File: config.mk
export PLATFORM = sky130hd
export DESIGN_NAME = mux2x1_rr_arbiter
export DESIGN_NICKNAME = d
export VERILOG_FILES = /design/src/rtl/mux2x1_rr_arbiter_pkg.sv /design/src/rtl/mux2x1_rr_arbiter_hold_counter.sv /design/src/rtl/mux2x1_rr_arbiter.sv
export SDC_FILE = /design/constraint.sdc
export NUM_CORES = 1
export LEC_CHECK = 0
export CORE_MARGIN = 4
export CORE_UTILIZATION = 52
export CTS_BUF_LIST = sky130_fd_sc_hd__clkbuf_2 sky130_fd_sc_hd__clkbuf_4 sky130_fd_sc_hd__clkbuf_8
export DETAILED_ROUTE_END_ITERATION = 10
export PLACE_DENSITY = 0.76
export SYNTH_ARGS = -nofsm -noshare
export SYNTH_HDL_FRONTEND = slang
export SYNTH_SLANG_ARGS = --single-unit
File: constraint.sdc
create_clock -name clk -period 2.88 [get_ports clk]
set_input_delay 0.864 -clock clk [delete_from_list [all_inputs] [get_ports clk]]
set_output_delay 0.864 -clock clk [all_outputs]
set_load 0.005 [all_outputs]
File: src/rtl/mux2x1_rr_arbiter_pkg.sv
// Shared definitions for the 2:1 mux round-robin arbiter.
//   - grant FSM state encodings
//   - mux select constants (s=0 -> a0, s=1 -> a1)
//   - default hold-counter width and maximum-hold limit
//   - helper returning the competing request for the current owner
package mux2x1_rr_arbiter_pkg;

  typedef enum logic [1:0] {
    ST_IDLE = 2'b00,
    ST_G0   = 2'b01,
    ST_G1   = 2'b10
  } state_t;

  localparam logic SEL_A0 = 1'b0;
  localparam logic SEL_A1 = 1'b1;

  localparam int CNT_W_DEFAULT    = 8;
  localparam int MAX_HOLD_DEFAULT = 16;

  // Request of the channel that does NOT currently own the mux.
  function automatic logic other_req(state_t st, logic req0, logic req1);
    logic w_other;
    w_other = 1'b0;
    case (st)
      ST_G0:   w_other = req1;
      ST_G1:   w_other = req0;
      default: w_other = 1'b0;
    endcase
    return w_other;
  endfunction

endpackage

File: src/rtl/mux2x1_rr_arbiter_hold_counter.sv
// hold_counter: counts consecutive cycles the current owner keeps the mux
// while the other channel waits. Saturates at all-ones instead of wrapping.
// Ports:
//   clk    - system clock, rising edge
//   rst    - synchronous active-high reset (count -> 0)
//   i_clr  - clear to zero (wins over i_en)
//   i_en   - increment by one unless saturated
//   o_cnt  - current count
module hold_counter #(
  parameter int CNT_W = 8
) (
  input  logic             clk,
  input  logic             rst,
  input  logic             i_clr,
  input  logic             i_en,
  output logic [CNT_W-1:0] o_cnt
);

  logic [CNT_W-1:0] r_cnt;

  always_ff @(posedge clk) begin
    if (rst) begin
      r_cnt <= '0;
    end else if (i_clr) begin
      r_cnt <= '0;
    end else if (i_en && (r_cnt != {CNT_W{1'b1}})) begin
      r_cnt <= r_cnt + 1'b1;
    end
  end

  assign o_cnt = r_cnt;

endmodule

File: src/rtl/mux2x1_rr_arbiter.sv
// mux2x1_rr_arbiter: round-robin arbiter driving the select line of a 2:1
// dataflow mux (channel 0 -> a0, channel 1 -> a1), with an optional
// maximum-hold timeout. Every output comes straight from a flop.
// Ports:
//   clk          - system clock, rising edge
//   rst          - synchronous active-high reset
//   req0, req1   - level requests, held until the channel is done
//   gnt0, gnt1   - channel owns the mux (never both high)
//   s            - mux select, holds its last value while idle
//   sel_valid    - gnt0 | gnt1
//   switch_pulse - first cycle of a grant whose previous owner differed
//
// state   | meaning
// --------+-------------------------------------------
// ST_IDLE | no owner, s keeps previous value
// ST_G0   | channel 0 owns the mux (s = a0)
// ST_G1   | channel 1 owns the mux (s = a1)
module mux2x1_rr_arbiter
  import mux2x1_rr_arbiter_pkg::*;
#(
  parameter int CNT_W    = CNT_W_DEFAULT,
  parameter int MAX_HOLD = MAX_HOLD_DEFAULT
) (
  input  logic clk,
  input  logic rst,
  input  logic req0,
  input  logic req1,
  output logic gnt0,
  output logic gnt1,
  output logic s,
  output logic sel_valid,
  output logic switch_pulse
);

  localparam logic [CNT_W-1:0] HOLD_LAST = CNT_W'(MAX_HOLD - 1);

  state_t           r_state;
  state_t           w_next_state;
  logic             r_last;
  logic             r_gnt0;
  logic             r_gnt1;
  logic             r_s;
  logic             r_sel_valid;
  logic             r_switch;

  logic             w_gnt0_nxt;
  logic             w_gnt1_nxt;
  logic             w_s_nxt;
  logic             w_last_nxt;
  logic             w_switch_nxt;
  logic             w_timeout;
  logic             w_cnt_en;
  logic [CNT_W-1:0] w_hold_cnt;

  // Owner has held for MAX_HOLD cycles of contention once this is true.
  assign w_timeout = (MAX_HOLD != 0) && (w_hold_cnt == HOLD_LAST);
  assign w_cnt_en  = other_req(r_state, req0, req1);

  hold_counter #(
    .CNT_W (CNT_W)
  ) u_hold_counter (
    .clk   (clk),
    .rst   (rst),
    .i_clr (w_switch_nxt),
    .i_en  (w_cnt_en),
    .o_cnt (w_hold_cnt)
  );

  // State and output registers
  always_ff @(posedge clk) begin
    if (rst) begin
      r_state     <= ST_IDLE;
      r_last      <= 1'b1;
      r_gnt0      <= 1'b0;
      r_gnt1      <= 1'b0;
      r_s         <= SEL_A0;
      r_sel_valid <= 1'b0;
      r_switch    <= 1'b0;
    end else begin
      r_state     <= w_next_state;
      r_last      <= w_last_nxt;
      r_gnt0      <= w_gnt0_nxt;
      r_gnt1      <= w_gnt1_nxt;
      r_s         <= w_s_nxt;
      r_sel_valid <= w_gnt0_nxt | w_gnt1_nxt;
      r_switch    <= w_switch_nxt;
    end
  end

  // Next-state logic
  always_comb begin
    w_next_state = r_state;
    case (r_state)
      ST_IDLE: begin
        if (req0 && req1) begin
          // r_last names the previous owner; the other one wins the tie.
          w_next_state = r_last ? ST_G0 : ST_G1;
        end else if (req0) begin
          w_next_state = ST_G0;
        end else if (req1) begin
          w_next_state = ST_G1;
        end
      end
      ST_G0: begin
        if (!req0) begin
          w_next_state = req1 ? ST_G1 : ST_IDLE;
        end else if (req1 && w_timeout) begin
          w_next_state = ST_G1;
        end
      end
      ST_G1: begin
        if (!req1) begin
          w_next_state = req0 ? ST_G0 : ST_IDLE;
        end else if (req0 && w_timeout) begin
          w_next_state = ST_G0;
        end
      end
      default: w_next_state = ST_IDLE;
    endcase
  end

  // Output logic: values the output flops take at the next edge
  always_comb begin
    w_gnt0_nxt   = (w_next_state == ST_G0);
    w_gnt1_nxt   = (w_next_state == ST_G1);
    w_switch_nxt = (w_next_state != ST_IDLE) && (w_next_state != r_state);
    w_s_nxt      = r_s;
    w_last_nxt   = r_last;
    if (w_gnt0_nxt) begin
      w_s_nxt    = SEL_A0;
      w_last_nxt = 1'b0;
    end else if (w_gnt1_nxt) begin
      w_s_nxt    = SEL_A1;
      w_last_nxt = 1'b1;
    end
  end

  assign gnt0         = r_gnt0;
  assign gnt1         = r_gnt1;
  assign s            = r_s;
  assign sel_valid    = r_sel_valid;
  assign switch_pulse = r_switch;

endmodule

After elaboration in Yosys (flattened, before gate mapping) --
Index checks and enable logic that the tools add are counted.
Storage, ports and cells: bits in registers 16, bits in latches 0, memory bits (writable) 0, memory bits (read-only) 0, input bits 4, memories 0
Cells by class: add/sub/neg operators 1, $mul 0, div/mod/pow operators 0, $lt $le $gt $ge 0, equal/unequal tests 7, shifts and indexed selects 0, muxes and demuxes 14, bitwise operators 1, reduce and logical (&&, ||, !) cells 10
Operators with widths (number):
- 2-to-1 mux 2 bit | 9
- adder 8 x 1 -> 8 bit (second input constant) | 1
- equality test 8 x 4 -> 1 bit (second input constant) | 1
- inequality test 8 bit (second input constant) | 1
- case mux 2 bit (3 select lines) | 1
- logical AND 1 bit | 5
- equality test 2 x 1 -> 1 bit (second input constant) | 2
- equality test 2 bit (second input constant) | 2
- nonzero test 2 bit | 2
- OR reduction 2 bit | 2
- 2-to-1 mux 1 bit | 3
- zero test 2 bit | 1
- inequality test 2 bit | 1
- case mux 1 bit (2 select lines) | 1
- OR 1 bit | 1

Depth between registers and ports, before layout --
depth after elaboration 8, depth in mapped cells 14, mapped depth without buffers 13

Modules after synthesis --
A second synthesis with hierarchy kept.
Second synthesis, totals: cells, all modules 109, area, all modules 992.2 µm²
By module, submodules not included:
- mux2x1_rr_arbiter | instances 1, cells each 62, area an instance 556.8 µm²
- hold_counter | instances 1, cells each 47, area an instance 435.4 µm²

Worst setup path after synthesis --
OpenSTA, ideal clock, no wires.
path kind in2reg, start point input port req0, end point register u_hold_counter.r_cnt[1] (netlist: u_hold_counter.o_cnt[1]), arrival 2.936 ns, data required time 2.810 ns, path slack -0.127 ns, stages on the path 11, cells stage by stage clkbuf_1 -> o21ai_0 -> a222oi_1 -> o21ai_1 -> nand2b_1 -> ha_1 -> inv_1 -> o211ai_1 -> o311a_1 -> o311ai_4 -> a21oi_1
Between the ends: cells in the longest elaborated chain, start to end 7, elaborated cells on any way between the ends 15, classes of those cells 1 x eq/ne; 8 x mux; 6 x reduce/logical
RTL lines:
- start, declared | RTL line mux2x1_rr_arbiter.sv:26 | input logic req0,
- logical AND 1 bit | RTL line mux2x1_rr_arbiter.sv:114 | end else if (req0 && w_timeout) begin
- 2-to-1 mux 2 bit | RTL line mux2x1_rr_arbiter.sv:114
- 2-to-1 mux 2 bit | RTL line mux2x1_rr_arbiter.sv:112 | if (!req1) begin
- case mux 2 bit (3 select lines) | RTL line mux2x1_rr_arbiter.sv:93 | case (r_state)
- inequality test 2 bit or nonzero test 2 bit (tied branches) | RTL line mux2x1_rr_arbiter.sv:126 | w_switch_nxt = (w_next_state != ST_IDLE) && (w_next_state != r_state);
- logical AND 1 bit | RTL line mux2x1_rr_arbiter.sv:126
- OR reduction 2 bit (no line)
- end signal, assigned | RTL line mux2x1_rr_arbiter_hold_counter.sv:27 | r_cnt <= r_cnt + 1'b1;
- end, declared | RTL line mux2x1_rr_arbiter_hold_counter.sv:19 | logic [CNT_W-1:0] r_cnt;
Several ways; a longest one is shown, not always the timed one. A chain may end at the register's enable or synchronous reset.

Final worst setup path --
start point input port req1, end point register u_hold_counter.r_cnt[3] (netlist: u_hold_counter.o_cnt[3])
Between the ends: cells in the longest elaborated chain, start to end 7, elaborated cells on any way between the ends 16, classes of those cells 1 x eq/ne; 9 x mux; 6 x reduce/logical
RTL lines:
- start, declared | RTL line mux2x1_rr_arbiter.sv:27 | input logic req1,
- 2-to-1 mux 2 bit or logical AND 1 bit (tied branches) | RTL line mux2x1_rr_arbiter.sv:100, mux2x1_rr_arbiter.sv:107
- 2-to-1 mux 2 bit (on tied branches) | RTL line mux2x1_rr_arbiter.sv:98, mux2x1_rr_arbiter.sv:107
- 2-to-1 mux 2 bit (on tied branches) | RTL line mux2x1_rr_arbiter.sv:95, mux2x1_rr_arbiter.sv:105
- case mux 2 bit (3 select lines) | RTL line mux2x1_rr_arbiter.sv:93
- inequality test 2 bit or nonzero test 2 bit (tied branches) | RTL line mux2x1_rr_arbiter.sv:126
- logical AND 1 bit | RTL line mux2x1_rr_arbiter.sv:126
- OR reduction 2 bit (no line)
Several ways; a longest one is shown, not always the timed one.

==> metrics.txt <==
Setup crit start kind=input port; I/O pin count=9; vias=856; H-tree depth=1; P_leak=0.0004828 uW; First DRT Iteration DRCs=21; clock transition at the registers of the reported paths=0.09 ns; share of cells above drive strength 1=15.67%; ANT nets after route=0; Hold Path End=u_hold_counter.o_cnt[1]; top post-synthesis cells by area=dfxtp_1 (34%), ha_1 (11%), nor2_1 (5.2%); skew final=0.0006620 ns; CTS sink count=16; hold slack=0.4927 ns; area of the die=0.002557 sq mm; Top FF cell, synth=dfxtp_1; largest net degree at the start of global routing=10; Tmin final=2.760 ns; Final Setup Violations=0; Vias/cell=5.384; diodes inserted=0; die height=50.57 um; maximum VDD drop=0.4008 mV; WL final=2005 um; crit path cell chain=dlygate4sd2_1 -> nand2b_1 -> o21ai_1 -> a222oi_1 -> o21ai_1 -> nand2b_1 -> ha_2 -> inv_2 -> o211ai_1 -> o311a_1 -> o311ai_4 -> nor2_1; placed cell area=0.001127 sq mm; max-cap viol count=0; Cell Area, Synth=942.2 sq um; RSZ-0062 raised after global routing=false; Post-synth top cells=dfxtp_1 (16), nor2_1 (13), inv_1 (10), nand2_1 (10), ha_1 (8); sequential fraction of the synthesis area=34.00%; Worst Tran Pin Value=0.5552 ns; Port Buf Inserts=8; CTS buffer count=3; Yosys reg bits=16; wire length per cell=12.61 um; FP Rows=15; maximum clock rate=362.4 MHz; Slew headroom=62.98%; Fillers=151; DR DRC count=0; Crit Path Category=input port to flip-flop; final core utilization=67.68%; Yosys cell types=30; CTS tree=built; hpwl dp=1584 um; Hold Path Origin=u_hold_counter.o_cnt[1]; CP bufs+invs=2; Tot GR Track Use=17.92%; root buffer cell=clkbuf_4; Worst setup EP type=flip-flop; ys async rst share=0%; worst skew pair latency=0.28 ns; # hold bufs at CTS=0; YS warnings=0; Final nets=147; count leader, synth=dfxtp_1; vias in the first global route=870; Overflow after GRT=0; worst min-delay path category=flip-flop to flip-flop; worst-path fanout max=9; Placer Congestion=0.9377; final hold violation count=0; Post-synth EDFFs=0; Worst path top cell family by delay=compound AO/OA/AOI/OAI gates; Syn Area/Cell=8.338 sq um; post-route clock period utilization=95.82%; R2R Setup Slk=0.32 ns; r2r startpoint=r_state[0]; CP Data Required Time=3.09 ns; initial antenna violation count=0; Initial Util=54.57%; Yosys top cell area share=34.00%; crit path DAT=2.97 ns; synthesized net count=125; post-route design area=0.001169 sq mm; slowest CP cell=a222oi_1; Slew Viols, Final=0; Yosys top cell by area=dfxtp_1; Min-Delay Path Depth=2; Power Density=553.3 mW/mm^2; path depth of the worst reg2reg path=11; first-pass GRT wire length=3491 um; status=finished, final reports clean; Die Span X=50.57 um; area grow syn2layout=24.04%; Clock Path Buffers=2; FF-to-FF End=u_hold_counter.o_cnt[3]; Mapped Cells=113; drt first pass iters=5; Total Neg Setup Slack=0 ns; Max stage delay on crit path=0.44 ns; Placeable Area=0.001727 sq mm
-- layer usage --
| layer | track usage (%) | share of wire [%] | vias to the layer above |
|---|---|---|---|
| li1 | - | - | 438 |
| met1 | 20.51 | 45 | 392 |
| met2 | 30.87 | 49 | 20 |
| met3 | 2.967 | 3.1 | 6 |
| met4 | 10.76 | 2.0 | 0 |
| met5 | 0 | 0 | - |
-- layout by cell type, fill, tap and decap left out, types with 2 or more instances in the layout --
master / Yosys / final
inv_1: 10 / 9
nand2_1: 10 / 10
nor2b_1: 3 / 3
a21o_1: 2 / 2
dfxtp_1: 16 / 16
o211ai_1: 2 / 2
xor2_1: 4 / 4
o21ai_1: 2 / 3
o221ai_1: 3 / 3
clkdlybuf4s50_1: 0 / 6
nor2_1: 13 / 13
nand2b_1: 2 / 2
dlygate4sd2_1: 0 / 2
nor3_1: 3 / 3
xnor2_1: 3 / 3
ha_1: 8 / 7
clkbuf_4: 0 / 3
buf_4: 0 / 12
o21ai_0: 4 / 3
nand4_1: 3 / 3
and2_1: 3 / 3
a21oi_1: 5 / 5
nand3_1: 4 / 4
-- worst min-delay path, delay by kind of cell (launching register included) --
family,cells,cell delay (ns)
DFF,1,0.34
and+or+nand+nor,1,0.06
AOI/OAI and AO/OA,1,0.05
-- worst max-delay path by stage --
stage               slack (ns)  cells past startpoint  startpoint                       to
floorplan                 0.01                     12        req1  u_hold_counter.o_cnt[1]
global placement         -0.25                     12        req1  u_hold_counter.o_cnt[4]
detailed placement       -0.38                     12        req1  u_hold_counter.o_cnt[3]
CTS                       0.15                     12        req1  u_hold_counter.o_cnt[3]
global route              0.01                     12        req1  u_hold_counter.o_cnt[3]
finish                    0.12                     12        req1  u_hold_counter.o_cnt[3]
-- through the flow --
| stage | power, uW | worst slack, ns | cells |
|---|---|---|---|
| after CTS | 652.3 | 0.1509 | 159 |
| after floorplan | 406.3 | 0.01442 | 113 |
| after global routing | 695.3 | 0.01254 | 159 |
| after detailed placement | 504.4 | -0.3838 | 154 |
| after global placement | 498.3 | -0.2483 | 154 |
| final | 646.6 | 0.1204 | 159 |
-- sequential cells by signal (all words and copies together) (netlist names) --
signal,count
sel_valid,1
r_last,1
gnt0,1
u_hold_counter.o_cnt,8
r_state,2
gnt1,1
s,1
switch_pulse,1
-- timing repair --
item,in CTS,in global routing
gates resized for setup,2,0
setup endpoints to repair,8,0
buffers inserted,1,0
-- cell families (layout without fill, tap and decap cells) --
family	after synthesis	count (layout)	share of synthesized area, %
simple gates	44	44	23.37
compound gates	25	25	20.32
flops	16	16	34.00
buf+inv	13	34	5.180
fa+ha+maj	8	8	10.62
xor+xnor	7	7	6.507
-- layout make-up --
cell class	count	area [sq um]	share of cell area (%)
Sequential cell	16	320.3	27.41
Timing Repair Buffer	20	167.7	14.35
Inverter	10	37.54	3.212
Clock buffer	4	36.28	3.105
Tap cell	25	31.28	2.677
Multi-Input combinational cell	84	575.6	49.25
-- power breakdown --
part | internal (uW) | switching [uW]
logic | 129 | 120
registers | 242 | 13.4
clock network | 76.9 | 65.2
total | 448 | 199
Power figures use the tool's default switching activity.
